$ cat config.mk
export PLATFORM = sky130hd
export DESIGN_NAME = uart_loopback_fifo
export DESIGN_NICKNAME = d
export VERILOG_FILES = /design/src/rtl/uart_loopback_pkg.sv /design/src/rtl/sync_fifo.sv /design/src/rtl/uart_loopback_fifo.sv
export SDC_FILE = /design/constraint.sdc
export NUM_CORES = 1
export LEC_CHECK = 0
export BUFFER_PORTS_ARGS = -buffer_cell sky130_fd_sc_hd__clkbuf_2
export CAP_MARGIN = 25
export CORE_MARGIN = 3
export CORE_UTILIZATION = 55
export DETAILED_ROUTE_END_ITERATION = 6
export PLACE_DENSITY = 0.75
export SLEW_MARGIN = 20
export SYNTH_ARGS = -nofsm -noshare
export SYNTH_HDL_FRONTEND = slang
export SYNTH_SLANG_ARGS = --single-unit
$ cat constraint.sdc
create_clock -name clk -period 2.74 [get_ports clk]
set_clock_uncertainty 0.2 [all_clocks]
set_input_delay 0.137 -clock clk [delete_from_list [all_inputs] [get_ports clk]]
set_output_delay 0.137 -clock clk [all_outputs]
set_load 0.005 [all_outputs]
$ cat src/rtl/uart_loopback_pkg.sv
// Shared drain FSM states and constants for the UART loopback FIFO engine.
package uart_loopback_pkg;

    typedef enum logic [1:0] {
        IDLE,
        LOAD,
        WAIT_BUSY,
        WAIT_DONE
    } drain_state_t;

    localparam int STAT_W = 16;
    localparam logic [7:0] DEFAULT_EOL_CHAR = 8'h0D;

endpackage

$ cat src/rtl/sync_fifo.sv
// Synchronous FIFO, registered storage with first-word-fall-through head on dout.
// Latency: a push is visible on dout/level the cycle after; a pop advances the head the cycle after.
// Backpressure: push is ignored while full, pop is ignored while empty.
module sync_fifo #(
    parameter int DATA_WIDTH = 8,
    parameter int DEPTH      = 16
) (
    input  logic                    clk,
    input  logic                    rst,
    input  logic                    push,
    input  logic                    pop,
    input  logic [DATA_WIDTH-1:0]   din,
    output logic [DATA_WIDTH-1:0]   dout,
    output logic [$clog2(DEPTH):0]  level,
    output logic                    full,
    output logic                    empty
);
    localparam int AW = $clog2(DEPTH);

    logic [DATA_WIDTH-1:0] mem [DEPTH];
    logic [AW-1:0]         wr_ptr;
    logic [AW-1:0]         rd_ptr;
    logic                  do_push;
    logic                  do_pop;

    assign full    = (level == (AW+1)'(DEPTH));
    assign empty   = (level == '0);
    assign do_push = push && !full;
    assign do_pop  = pop && !empty;
    assign dout    = mem[rd_ptr];

    // Pointers are exactly log2(DEPTH) bits, so they wrap on their own.
    always_ff @(posedge clk) begin
        if (rst) begin
            wr_ptr <= '0;
            rd_ptr <= '0;
            level  <= '0;
        end else begin
            if (do_push) wr_ptr <= wr_ptr + AW'(1);
            if (do_pop)  rd_ptr <= rd_ptr + AW'(1);
            if (do_push && !do_pop)      level <= level + (AW+1)'(1);
            else if (!do_push && do_pop) level <= level - (AW+1)'(1);
        end
    end

    always_ff @(posedge clk) begin
        if (do_push) mem[wr_ptr] <= din;
    end

endmodule

$ cat src/rtl/uart_loopback_fifo.sv
// UART loopback engine: buffers rx words and drains them to uart_tx; stats ports under UART_LOOPBACK_STATS_EN.
// Latency: rx strobe in cycle N reaches txDataValid in N+2 when idle; strobes are at least 3 cycles apart.
// Backpressure: words wait while txBusy or line mode holds them; a push into a full FIFO is dropped and flags overflow.
module uart_loopback_fifo
    import uart_loopback_pkg::*;
#(
    parameter int                    DATA_WIDTH   = 8,
    parameter int                    DEPTH        = 16,
    parameter int                    LINE_MODE    = 0,
    parameter logic [DATA_WIDTH-1:0] EOL_CHAR     = DATA_WIDTH'(DEFAULT_EOL_CHAR),
    parameter int                    BUSY_TIMEOUT = 4
) (
    input  logic                    clk,
    input  logic                    rst,
    input  logic [DATA_WIDTH-1:0]   rxData,
    input  logic                    rxDataValid,
    output logic [DATA_WIDTH-1:0]   txData,
    output logic                    txDataValid,
    input  logic                    txBusy,
    output logic [$clog2(DEPTH):0]  fifo_level,
    output logic                    overflow
`ifdef UART_LOOPBACK_STATS_EN
    ,
    output logic [STAT_W-1:0]       rx_count,
    output logic [STAT_W-1:0]       tx_count,
    output logic [STAT_W-1:0]       drop_count
`endif
);
    localparam int LW = $clog2(DEPTH) + 1;
    localparam int TW = $clog2(BUSY_TIMEOUT + 1);

    drain_state_t          state;
    drain_state_t          state_nxt;
    logic [TW-1:0]         to_cnt;
    logic [TW-1:0]         to_cnt_nxt;
    logic [DATA_WIDTH-1:0] head;
    logic [LW-1:0]         eol_pending;
    logic                  full;
    logic                  empty;
    logic                  push;
    logic                  pop;
    logic                  drop;
    logic                  permit;
    logic                  eol_in;
    logic                  eol_out;

    // Full check uses the registered level: a same-cycle pop never makes room.
    assign push    = rxDataValid && !full;
    assign drop    = rxDataValid && full;
    assign eol_in  = push && (rxData == EOL_CHAR);
    assign eol_out = pop && (head == EOL_CHAR);
    assign permit  = (LINE_MODE == 0) || (eol_pending != '0) || full;

    sync_fifo #(
        .DATA_WIDTH (DATA_WIDTH),
        .DEPTH      (DEPTH)
    ) u_fifo (
        .clk   (clk),
        .rst   (rst),
        .push  (push),
        .pop   (pop),
        .din   (rxData),
        .dout  (head),
        .level (fifo_level),
        .full  (full),
        .empty (empty)
    );

    always_ff @(posedge clk) begin
        if (rst) begin
            state  <= IDLE;
            to_cnt <= '0;
        end else begin
            state  <= state_nxt;
            to_cnt <= to_cnt_nxt;
        end
    end

    // The head is popped on the edge into LOAD so txData/txDataValid are registered during LOAD.
    always_comb begin
        state_nxt  = state;
        to_cnt_nxt = to_cnt;
        pop        = 1'b0;
        case (state)
            IDLE: begin
                if (!empty && !txBusy && permit) begin
                    state_nxt = LOAD;
                    pop       = 1'b1;
                end
            end
            LOAD: begin
                state_nxt  = WAIT_BUSY;
                to_cnt_nxt = '0;
            end
            WAIT_BUSY: begin
                if (txBusy)                              state_nxt = WAIT_DONE;
                else if (to_cnt == TW'(BUSY_TIMEOUT - 1)) state_nxt = IDLE;
                else                                     to_cnt_nxt = to_cnt + TW'(1);
            end
            WAIT_DONE: begin
                if (!txBusy) state_nxt = IDLE;
            end
            default: state_nxt = IDLE;
        endcase
    end

    always_ff @(posedge clk) begin
        if (rst) begin
            txData      <= '0;
            txDataValid <= 1'b0;
            overflow    <= 1'b0;
            eol_pending <= '0;
        end else begin
            txDataValid <= pop;
            if (pop)  txData   <= head;
            if (drop) overflow <= 1'b1;
            if (eol_in && !eol_out)      eol_pending <= eol_pending + LW'(1);
            else if (!eol_in && eol_out) eol_pending <= eol_pending - LW'(1);
        end
    end

`ifdef UART_LOOPBACK_STATS_EN
    always_ff @(posedge clk) begin
        if (rst) begin
            rx_count   <= '0;
            tx_count   <= '0;
            drop_count <= '0;
        end else begin
            if (push && (rx_count != '1))           rx_count   <= rx_count + STAT_W'(1);
            if ((state == LOAD) && (tx_count != '1)) tx_count   <= tx_count + STAT_W'(1);
            if (drop && (drop_count != '1))         drop_count <= drop_count + STAT_W'(1);
        end
    end
`endif

endmodule

### Word-level counts from Yosys, hierarchy flattened

Memories as Yosys holds them, arrays and structs flattened. A register that Yosys moved wholly into a read port is not among the register bits.
Cells that the tools add are included.

* $add $sub $neg: 5
* eq/ne operators: 10
* mux-type cells: 14
* reductions and logical operators: 18

Operator list (number)
* $mux W5: 2
* $add A4 B1 Y4 const B: 2
* $mux W2: 4
* $ne A2 B2 Y1 const B: 4
* $pmux W2 S4: 1
* $logic_and A1 B1 Y1: 7
* $mux W3: 2
* $pmux W3 S2: 1
* $reduce_and A3 Y1: 2
* $add A5 B1 Y5 const B: 1
* $eq A5 B5 Y1 const B: 1
* $logic_not A1 Y1: 5
* $logic_not A5 Y1: 1
* $sub A5 B1 Y5 const B: 1
* $eq A2 B2 Y1 const B: 2
* $mux W1: 4
* $reduce_bool A2 Y1: 2
* $add A3 B1 Y3 const B: 1
* $eq A3 B2 Y1 const B: 1
* $ne A3 B3 Y1 const B: 1
* $eq A2 B1 Y1 const B: 1
* $logic_not A2 Y1: 1

* register bits: 20
* bits in writable memories: 128
* output and inout port bits: 15
* memories kept: 1

Memory list
* u_fifo.mem: depth 16, bits a word 8, rd ports 1, clocked after Yosys merged registers in 1, write ports 1, line sync_fifo.sv:20 `logic [DATA_WIDTH-1:0] mem [DEPTH];`

### Longest topological paths before layout

Gate-level depths: netlist of the first run.

* depth after elaboration: 9
* gate-level depth with buffers: 12

### Hierarchy

A second synthesis of the first run with hierarchy kept.

* cells, all modules: 379
* area, all modules: 6334.8 um2

By module, submodules not included
* sync_fifo: times used 1, cells an instance 312, area each 5753.0 um2, sequential area each 4184.0 um2
* uart_loopback_fifo: times used 1, cells an instance 67, area each 581.8 um2, sequential area each 300.3 um2

### Worst setup path after synthesis of the first run

OpenSTA, ideal clock, no wires.

* path type: register -> register
* start point: reg u_fifo.level[0]
* end point: reg u_fifo.level[4]
* library setup time: 0.121 ns
* arrival: 2.697 ns
* setup slack: -0.278 ns
* stages on the path, launching flop included: 12
* period minus slack after synthesis: 3.018 ns
* path through: dfxtp_1 nor4_4 a2111oi_4 buf_2 inv_1 ha_1 inv_1 ha_1 a21o_1 a21oi_1 mux2i_1 mux2_2

* cells in the longest elaborated chain, start to end: 9

RTL lines
* from (decl): line sync_fifo.sv:14 `output logic [$clog2(DEPTH):0] level,`
* from (signal assigned): line sync_fifo.sv:41 `if (do_push && !do_pop) level <= level + (AW+1)'(1);`
* from (signal assigned): line sync_fifo.sv:42 `else if (!do_push && do_pop) level <= level - (AW+1)'(1);`
* $logic_not A5 Y1: line sync_fifo.sv:27 `assign empty = (level == '0);`
* $logic_not A1 Y1: line sync_fifo.sv:29, uart_loopback_fifo.sv:86
* $logic_and A1 B1 Y1: line uart_loopback_fifo.sv:86 `if (!empty && !txBusy && permit) begin`
* $mux W1: line uart_loopback_fifo.sv:86
* $mux W1: line uart_loopback_fifo.sv:84 `case (state)`
* $logic_and A1 B1 Y1: line sync_fifo.sv:29 `assign do_pop = pop && !empty;`
* $logic_not A1 Y1: line sync_fifo.sv:41
* $logic_and A1 B1 Y1: line sync_fifo.sv:41
* $mux W5 / $reduce_bool A2 Y1 (equally long branches)

Several ways; a longest one is shown, not always the timed one. The select of a mux whose other input is x is not followed.
A chain may end at the register's enable or synchronous reset.

### Worst setup path in the final report of the first run

* start point: reg u_fifo.level[0]
* end point: reg u_fifo.level[4]

RTL lines
* $eq A5 B5 Y1 (*): line sync_fifo.sv:26 `assign full = (level == (AW+1)'(DEPTH));`
* $logic_not A1 Y1 (*): line sync_fifo.sv:28, uart_loopback_fifo.sv:48
* $logic_and A1 B1 Y1: line uart_loopback_fifo.sv:48 `assign push = rxDataValid && !full;`
* $logic_and A1 B1 Y1 (*): line sync_fifo.sv:28 `assign do_push = push && !full;`
* net u_fifo.do_push: line sync_fifo.sv:23 `logic do_push;`
* $logic_not A1 Y1: line sync_fifo.sv:42
* $logic_and A1 B1 Y1: line sync_fifo.sv:42
* $reduce_bool A2 Y1 (no source line)

The timed path passes the listed nets; every way through them passes the cells marked *. The select of a mux whose other input is x is not followed.

==> results of run 1 <==
## repair_timing
action,4_1_cts,5_1_grt
setup endpoints to repair,0,1
hold buffers,6,0
resized for setup,0,3
buffers inserted,0,2
hold endpoints to repair,68,0
## worst max path at each step
stage	startpoint	to	slack [ns]	cells past startpoint
after floorplan	u_fifo.level[4]$_SDFFE_PP0P_	u_fifo.level[4]$_SDFFE_PP0P_	0.003	11
after detailed placement	u_fifo.level[3]$_SDFFE_PP0P_	u_fifo.level[4]$_SDFFE_PP0P_	0.1	10
after CTS	u_fifo.level[1]$_SDFFE_PP0P_	u_fifo.level[4]$_SDFFE_PP0P_	0.08	10
final	u_fifo.level[0]$_SDFFE_PP0P_	u_fifo.level[4]$_SDFFE_PP0P_	0.09	10
after global routing	u_fifo.level[0]$_SDFFE_PP0P_	u_fifo.level[4]$_SDFFE_PP0P_	-0.004	10
after global placement	u_fifo.level[3]$_SDFFE_PP0P_	u_fifo.level[4]$_SDFFE_PP0P_	0.15	10
## per-layer routing
layer / part of all wire / up-vias / GRT usage / wire, um
met2: 0.48 / 188 / 0.3199 / 6046
li1: - / 1653 / - / -
met3: 0.092 / 24 / 0.07594 / 1168
met1: 0.41 / 1756 / 0.2734 / 5116
met4: 0.024 / 0 / 0.09054 / 297
met5: 0 / - / 0 / 0
## critical path, stage by stage (launching register included)
cell,delay (ns)
dfxtp_4,0.36
nor4_4,0.36
buf_4,0.18
a21boi_2,0.08
ha_4,0.19
inv_4,0.07
ha_1,0.24
a21o_1,0.17
a21oi_2,0.14
mux2i_1,0.21
mux2_2,0.34
## Yosys cell counts (2+ instances only)
cell	count	area [um2]
edfxtp_1	128	3844
nand2b_1	4	25.02
buf_6	3	33.78
buf_2	8	40.04
mux2i_1	45	450.4
o22ai_1	20	125.1
a211oi_1	6	45.04
inv_1	9	33.78
nor3_1	9	45.04
nor2_1	52	195.2
nand2_1	16	60.06
nand4_1	2	12.51
xor2_1	7	61.31
clkbuf_1	9	33.78
mux4_2	12	270.3
a21oi_1	10	50.05
dfxtp_1	28	560.5
xnor2_1	2	17.52
nand3_1	3	15.01
ha_1	12	150.1
a311oi_1	6	52.55
## power by group
part | leakage [nW] | total [mW] | switching (mW) | internal (mW)
Combinational | 0.789 | 1.32 | 0.739 | 0.581
Sequential | 1.39 | 2.86 | 0.120 | 2.74
Clock | 0.283 | 2.37 | 0.931 | 1.44
Total | 2.46 | 6.55 | 1.79 | 4.76
## registers in the layout (all words and copies together) (netlist names)
name,cells
u_fifo.mem,128
txData,8
u_fifo.level,5
u_fifo.rd_ptr,4
u_fifo.wr_ptr,4
to_cnt,3
state,2
overflow,1
txDataValid,1
## kinds of logic after synthesis
group,share of synthesized area
simple gates,0.06382
mux,0.1163
fa+ha+maj,0.02704
flops,0.6998
buf+inv,0.02366
compound gates,0.05686
xor+xnor,0.01253
## cell type report
cell class              instances  area, um2
multi-input cells             220       1759
flip-flops and latches        156       4414
repair buffers                 54      367.9
clock inverters                13      165.2
fillers                       741       3680
clock buffers                  19      432.9
well taps                     140      175.2
inverters                       9      36.28
## through the flow
stage,power [mW],std cells,TNS [ns],instance area [um2]
floorplan,3.771,406,0,6319
global route,6.822,611,-0.004028,7351
global placement,4.147,571,0,6670
finish,6.550,611,0,7351
CTS,6.534,609,0,7328
detailed placement,4.179,571,0,6670
==> run metrics, run 1 <==
remaining global-route overflow=0; antenna violations before repair=0; Synth Instances=406; n_diodes=0; max_cap viols=0; Layout area overhead=16.80%; critical path class=reg2reg; First DRT Iteration DRCs=461; critical path endpoint category=flip-flop; hold path cells=1; row cnt=38; Die H=113.0 um; CP arrival=2.75 ns; IO Count=27; RR Endpoint=u_fifo.level[4]$_SDFFE_PP0P_; slew margin rel.=0.4576; Final period util=0.9673; CP startpoint kind=flip-flop; CTS H-tree depth=4; die footprint=12,760 um2; Initial Util=0.5706; status=finished clean; Final Max Slew Viols=0; EDFF count, synth=128; Post-Route WL=12.63 mm; final core occ=0.6664; core region area=11,030 um2; Clock transition at path regs=0.06 ns; most frequent cells in the layout=edfxtp_1 (128), nor2_1 (52), mux2i_1 (45), clkbuf_2 (26), dfxtp_1 (22); DR DRC count=0; WL per Instance=20.67 um; Worst Max-Slew Pin Slew=0.8106 ns; placer congestion estimate=0.8593; worst slack, placed=0.09725 ns; commonest non-fill, non-tap cell in the layout=edfxtp_1; fin nets=483; Leak Pwr=2.460 nW; largest net degree at the start of global routing=33; FFs w/ async S/R, synth=0; Avg Inst Size Synth=15.50 um2; number of iterations in the first detailed-routing pass=5; WHS=0.009510 ns; pwr/cell area=891.0 nW/um2; CTS tree=built; Synth Flop Type=edfxtp_1; CP required=2.84 ns; first-pass GRT wire length=19.38 mm; hold_sp=rxData[4]; Clock Sinks=156; mean number of vias per cell=5.926; Port-buffer cells=26; Finish-stage setup viols=0; Max Fclk=377.3 MHz; clock root cell=clkbuf_16; Hold Path End=u_fifo.mem[5][4]$_DFFE_PP_; Tmin final=2.650 ns; R2R cell count=10; ANT nets after route=0; crit path max fanout=5; #FFs+latches synth=156; share of post-route cells with drive strength above 1=0.2208; GRT Util Overall=0.2096; clock latency at the later pin of the worst-skew pair=0.42 ns; post-synth cell types=36; post-synthesis sequential area ratio=0.6998; worst reg2reg path startpoint=u_fifo.level[0]$_SDFFE_PP0P_; Vias=3,621; HPWL Detailed=8.007 mm; Hold Fails Final Rpt=0; clock buffer count from CTS=17; Syn Nets=431; Worst Hold Class=in2reg; die width=113.0 um; synthesized cell area=6294 um2; fin worst setup slack=0.08972 ns; Clock Tree Buf Depth=2; R2R setup slack=0.09 ns; Synth Warn #=0; vias in the first global route=3,494; worst vdd ir=0.7425 mV
Power figures use the tool's default switching activity.
==> run 2: changes to the inputs <==
CORE_UTILIZATION = 61   (was 55)
PLACE_DENSITY = 0.79   (was 0.75)
clock period = 2.8 ns   (was 2.74 ns; I/O delays follow)
==> run metrics, run 2 (same netlist as run 1, synthesis figures left out) <==
Biggest register=u_fifo.mem; Worst Max-Slew Pin Slew=0.7069 ns; Max Fclk=375.2 MHz; unrepaired setup endpoints after global routing=no; Largest regs=u_fifo.mem x128, txData x8, u_fifo.level x5; first-pass GRT wire length=19.66 mm; CP startpoint kind=flip-flop; clock latency at the later pin of the worst-skew pair=0.53 ns; worst vdd ir=0.6107 mV; Layout area overhead=18.69%; crit-path most repeated cell=ha_4; crit path max fanout=5; IO Count=27; DR DRC count=0; Vias=3,708; HPWL Detailed=8.209 mm; slew margin rel.=0.5165; slowest stage delay, CP=0.41 ns; Tmin final=2.665 ns; Leak Pwr=2.545 nW; Die H=107.6 um; number of iterations in the first detailed-routing pass=6; Clock Sinks=156; clock root cell=clkbuf_8; remaining global-route overflow=0; Placed Cells=570; CP arrival=2.88 ns; First DRT Iteration DRCs=477; Finished Cell Area=7470 um2; RR Endpoint=u_fifo.level[4]$_SDFFE_PP0P_; Setup crit start=u_fifo.level[0]$_SDFFE_PP0P_; Clock Tree Buf Depth=2; n_diodes=0; Clock transition at path regs=0.06 ns; non-filler cells in the finished layout=617; CTS H-tree depth=4; Fin Setup TNS=0 ns; max reg flops=128; pwr/cell area=854.9 nW/um2; Post-Route WL=12.58 mm; Initial Util=0.6351; GRT Util Overall=0.2345; core region area=9910 um2; max_cap viols=0; vias in the first global route=3,665; placed cell areas=6691 um2; fin nets=496; antenna violations before repair=0; Overall Power=6.386 mW; Final Max Slew Viols=0; critical path class=reg2reg; mean number of vias per cell=6.010; fin worst setup slack=0.1347 ns; Critical Path Slowest Stage Cell=nor4_4; R2R cell count=10; worst slack, placed=0.01184 ns; ANT nets after route=0; Final period util=0.9519; worst setup path endpoint=u_fifo.level[4]$_SDFFE_PP0P_; CP required=3.02 ns; Hold Fails Final Rpt=0; Finish-stage setup viols=0; critical path endpoint category=flip-flop; Worst Hold Class=reg2reg; die footprint=11,570 um2; clock buffer count from CTS=17; die width=107.6 um; ordered cell list for the critical path=nor4_4 > buf_4 > a21boi_2 > ha_4 > inv_4 > ha_4 > a21o_1 > a21oi_2 > mux2i_1 > mux2_2; R2R setup slack=0.13 ns; most frequent cells in the layout=edfxtp_1 (128), nor2_1 (52), mux2i_1 (45), clkbuf_2 (26), buf_4 (25); worst reg2reg path startpoint=u_fifo.level[0]$_SDFFE_PP0P_; status=finished clean; largest net degree at the start of global routing=30; placer congestion estimate=0.8588; share of post-route cells with drive strength above 1=0.2376; row cnt=36; CTS tree=built; WL per Instance=20.39 um; commonest non-fill, non-tap cell in the layout=edfxtp_1; Port-buffer cells=26
run 2: layout make-up:
type | count | area (um2)
tap | 133 | 166.4
clock buffer | 17 | 414.1
sequential | 156 | 4414
multi-input combinational | 220 | 1777
inverter | 9 | 36.28
fill | 582 | 2440
clock inverter | 15 | 183.9
timing repair buffer | 67 | 478.0
run 2: worst min path at each step:
stage                                 from                    endpoint  slack, ns  cells after the start
finish              txData[3]$_SDFFE_PP0P_      txData[3]$_SDFFE_PP0P_       0.30                      2
global route        txData[0]$_SDFFE_PP0P_      txData[0]$_SDFFE_PP0P_       0.34                      2
CTS                 txData[0]$_SDFFE_PP0P_      txData[0]$_SDFFE_PP0P_       0.30                      2
detailed placement             rxDataValid       overflow$_SDFFE_PP0P_       0.23                      3
global placement               rxDataValid       overflow$_SDFFE_PP0P_       0.23                      3
floorplan                        rxData[0]  u_fifo.mem[0][0]$_DFFE_PP_       0.04                      0
run 2: critical path: cells and delay by family, from the launching register on:
family | cells | cell delay, ns
AO/OA/AOI/OAI | 3 | 0.39
adder cells (fa/ha/maj) | 2 | 0.38
buffers and inverters | 2 | 0.27
flip-flops | 1 | 0.37
multiplexers | 2 | 0.54
AND/OR/NAND/NOR | 1 | 0.41
run 2: layer usage:
metal	GRT usage	part of all wire	up-vias
met5	0	0	-
met4	0.1154	0.031	0
met3	0.05819	0.063	35
met2	0.3632	0.49	164
met1	0.3128	0.41	1828
li1	-	-	1681
run 2: metrics by stage:
| step | util | hold WS [ns] |
|---|---|---|
| global route | 0.7538 | 0.3381 |
| global placement | 0.6742 | 0.2275 |
| floorplan | - | 0.03887 |
| CTS | 0.7487 | 0.3027 |
| finish | 0.7538 | 0.3036 |
| detailed placement | 0.6753 | 0.2292 |
run 2: report_power, final:
group,internal [mW],total (mW),switching [mW]
Sequential,2.68,2.84,0.153
Combinational,0.568,1.25,0.684
Clock,1.37,2.30,0.926
run 2: timing repair:
action	in CTS	in global routing
buffers inserted	0	2
hold buffers	13	0
gates resized for setup	0	5
endpoints found under the hold margin	154	0
endpoints found under the setup margin	0	1
==> run 3: changes to the inputs <==
ABC_AREA = 1   (was not set)
==> run metrics, run 3 <==
Final Max Slew Viols=0; status=finished clean; IO Count=27; DR DRC count=0; Multi-input gate area=1902 um2; number of iterations in the first detailed-routing pass=6; Port-buffer cells=26; mean number of vias per cell=5.519; Synth Warn #=0; Syn Nets=717; pwr/cell area=866.1 nW/um2; unrepaired setup endpoints after global routing=no; fin nets=753; Tmin final=2.590 ns; Worst Hold Class=reg2reg; Vias=4,840; Hold Fails Final Rpt=0; Max Fclk=386.1 MHz; # fillers=695; worst vdd ir=0.4848 mV; hold path cells=2; CP startpoint kind=flip-flop; Fin Setup TNS=0 ns; largest cells by area after synthesis=edfxtp_1 (56%), nand2_1 (12%), dfxtp_1 (8.2%), nand3_1 (6.7%), inv_1 (4.9%); Hold Path End=to_cnt[1]$_SDFFE_PP0P_; clock latency at the later pin of the worst-skew pair=0.54 ns; slew margin rel.=0.5146; top cells by count, synth=nand2_1 (226), edfxtp_1 (128), nand3_1 (92); EDFF count, synth=128; commonest non-fill, non-tap cell in the layout=nand2_1; R2R cell count=12; worst reg2reg path startpoint=u_fifo.level[3]$_SDFFE_PP0P_; Finish-stage setup viols=0; max_cap viols=0; placer congestion estimate=0.8911; Synth Flop Type=edfxtp_1; First DRT Iteration DRCs=484; Post-CTS Setup Inserts=0; synthesized cell area=6828 um2; Clock Sinks=156; remaining global-route overflow=0; core region area=10,600 um2; ANT nets after route=0; largest net degree at the start of global routing=68; Layout area overhead=13.45%; Largest regs=u_fifo.mem x128, txData x8, u_fifo.level x5; most frequent cells in the layout=nand2_1 (226), edfxtp_1 (128), nand3_1 (92), inv_1 (89), nor2_1 (30); Die H=111.8 um; row cnt=37; first-pass GRT wire length=23.32 mm; Biggest register=u_fifo.mem; largest area contributor in the netlist=edfxtp_1; final core occ=0.7307; most common cell in the netlist=nand2_1; #FFs+latches synth=156; critical path class=reg2reg; WL per Instance=16.62 um; antenna violations before repair=0; share of post-route cells with drive strength above 1=0.1053; max reg flops=128; share of the synthesized area in the top cell type=0.5629; post-synth cell types=27; CP arrival=2.86 ns; R2R setup slack=0.21 ns; CTS tree=built; Leak Pwr=3.305 nW; Final period util=0.9249; Worst Max-Slew Pin Slew=0.7254 ns; Register Area=4405 um2; hold_sp=to_cnt[1]$_SDFFE_PP0P_; critical path endpoint category=flip-flop; post-synthesis sequential area ratio=0.6450; Avg Inst Size Synth=9.867 um2; die width=111.8 um; Post-Route WL=14.58 mm; GRT Util Overall=0.2432; Initial Util=0.6440; die footprint=12,500 um2; Clock transition at path regs=0.07 ns; FFs w/ async S/R, synth=0; RR Endpoint=u_fifo.level[4]$_SDFFE_PP0P_; crit path max fanout=7; Synth Instances=692; CP required=3.07 ns; clock root cell=clkbuf_8; clock buffer count from CTS=17; vias in the first global route=4,560; Clock Tree Buf Depth=2; CTS H-tree depth=4; HPWL Detailed=9.307 mm; n_diodes=0
==> run 3: cell types whose count changed after synthesis, sizes merged, moves of 10 or more <==
cell   previous run  this run
o22ai            20         0
inv               9        97
o21ai             0        10
nand2            16       227
nand3             3        92
mux4             12         0
buf              12        27
nor2             52        31
mux2i            45         0
==> run 3: how the worst max path moves through the flow <==
stage | start | end | slack [ns] | cells past startpoint
2_1_floorplan | u_fifo.level[1]$_SDFFE_PP0P_ | u_fifo.level[3]$_SDFFE_PP0P_ | 0.59 | 12
3_3_place_gp | u_fifo.level[1]$_SDFFE_PP0P_ | u_fifo.level[3]$_SDFFE_PP0P_ | 0.45 | 12
3_5_place_dp | u_fifo.level[3]$_SDFFE_PP0P_ | u_fifo.level[4]$_SDFFE_PP0P_ | 0.26 | 12
4_1_cts | u_fifo.level[3]$_SDFFE_PP0P_ | u_fifo.level[4]$_SDFFE_PP0P_ | 0.22 | 12
5_1_grt | u_fifo.level[1]$_SDFFE_PP0P_ | u_fifo.level[4]$_SDFFE_PP0P_ | 0.01 | 12
6_report | u_fifo.level[3]$_SDFFE_PP0P_ | u_fifo.level[4]$_SDFFE_PP0P_ | 0.21 | 12
==> run 3: cells by family after synthesis <==
group | share of synthesized area
AOI/OAI and AO/OA | 0.02932
xor gates and xnor gates | 0.008979
adders and majority gates | 0.02492
buffers and inverters | 0.07678
DFF | 0.6450
and+or+nand+nor | 0.2150
==> run 3: cell type report <==
type | count | share of cell area
clock inverters | 15 | 0.02132
well taps | 136 | 0.02197
clock buffers | 17 | 0.05346
flip-flops and latches | 156 | 0.5687
repair buffers | 46 | 0.04200
inverters | 97 | 0.04700
multi-input cells | 410 | 0.2455
==> run 3: power by group <==
part | internal [mW] | total [mW] | switching (mW)
clock network | 1.28 | 2.22 | 0.941
logic | 0.566 | 1.72 | 1.15
registers | 2.66 | 2.77 | 0.109
total | 4.51 | 6.71 | 2.20
==> run 3: layer usage <==
metal / vias up / wire, um / GRT usage
li1: 2329 / - / -
met1: 2276 / 6085 / 0.3233
met2: 207 / 7085 / 0.3909
met3: 28 / 1143 / 0.05163
met4: 0 / 263 / 0.1030
met5: - / 0 / 0
==> run 3: what timing repair did <==
action / in CTS / in global routing
endpoints found under the hold margin: 146 / 0
gates resized for setup: 0 / 1
setup endpoints to repair: 0 / 1
hold buffers: 13 / 0
==> run 3: metrics by stage <==
stage	power [mW]	cell area [um2]	setup slack [ns]	hold WS (ns)	cells
2_1_floorplan	4.009	6828	0.5912	0.03887	692
3_3_place_gp	4.379	7034	0.4522	0.2033	832
3_5_place_dp	4.457	7034	0.2586	0.2124	832
4_1_cts	6.695	7744	0.2220	0.2771	877
5_1_grt	7.029	7746	0.009659	0.2929	877
6_report	6.709	7746	0.2102	0.2815	877
==> run 3: critical path, stage by stage, from the launching register on <==
cell,delay [ns]
dfxtp_1,0.35
nor2_1,0.16
nand4_1,0.16
nand2_1,0.21
inv_2,0.11
ha_2,0.22
inv_1,0.14
ha_1,0.30
a21oi_1,0.20
o21ai_1,0.10
xor2_1,0.16
nand2_1,0.08
a21oi_1,0.12
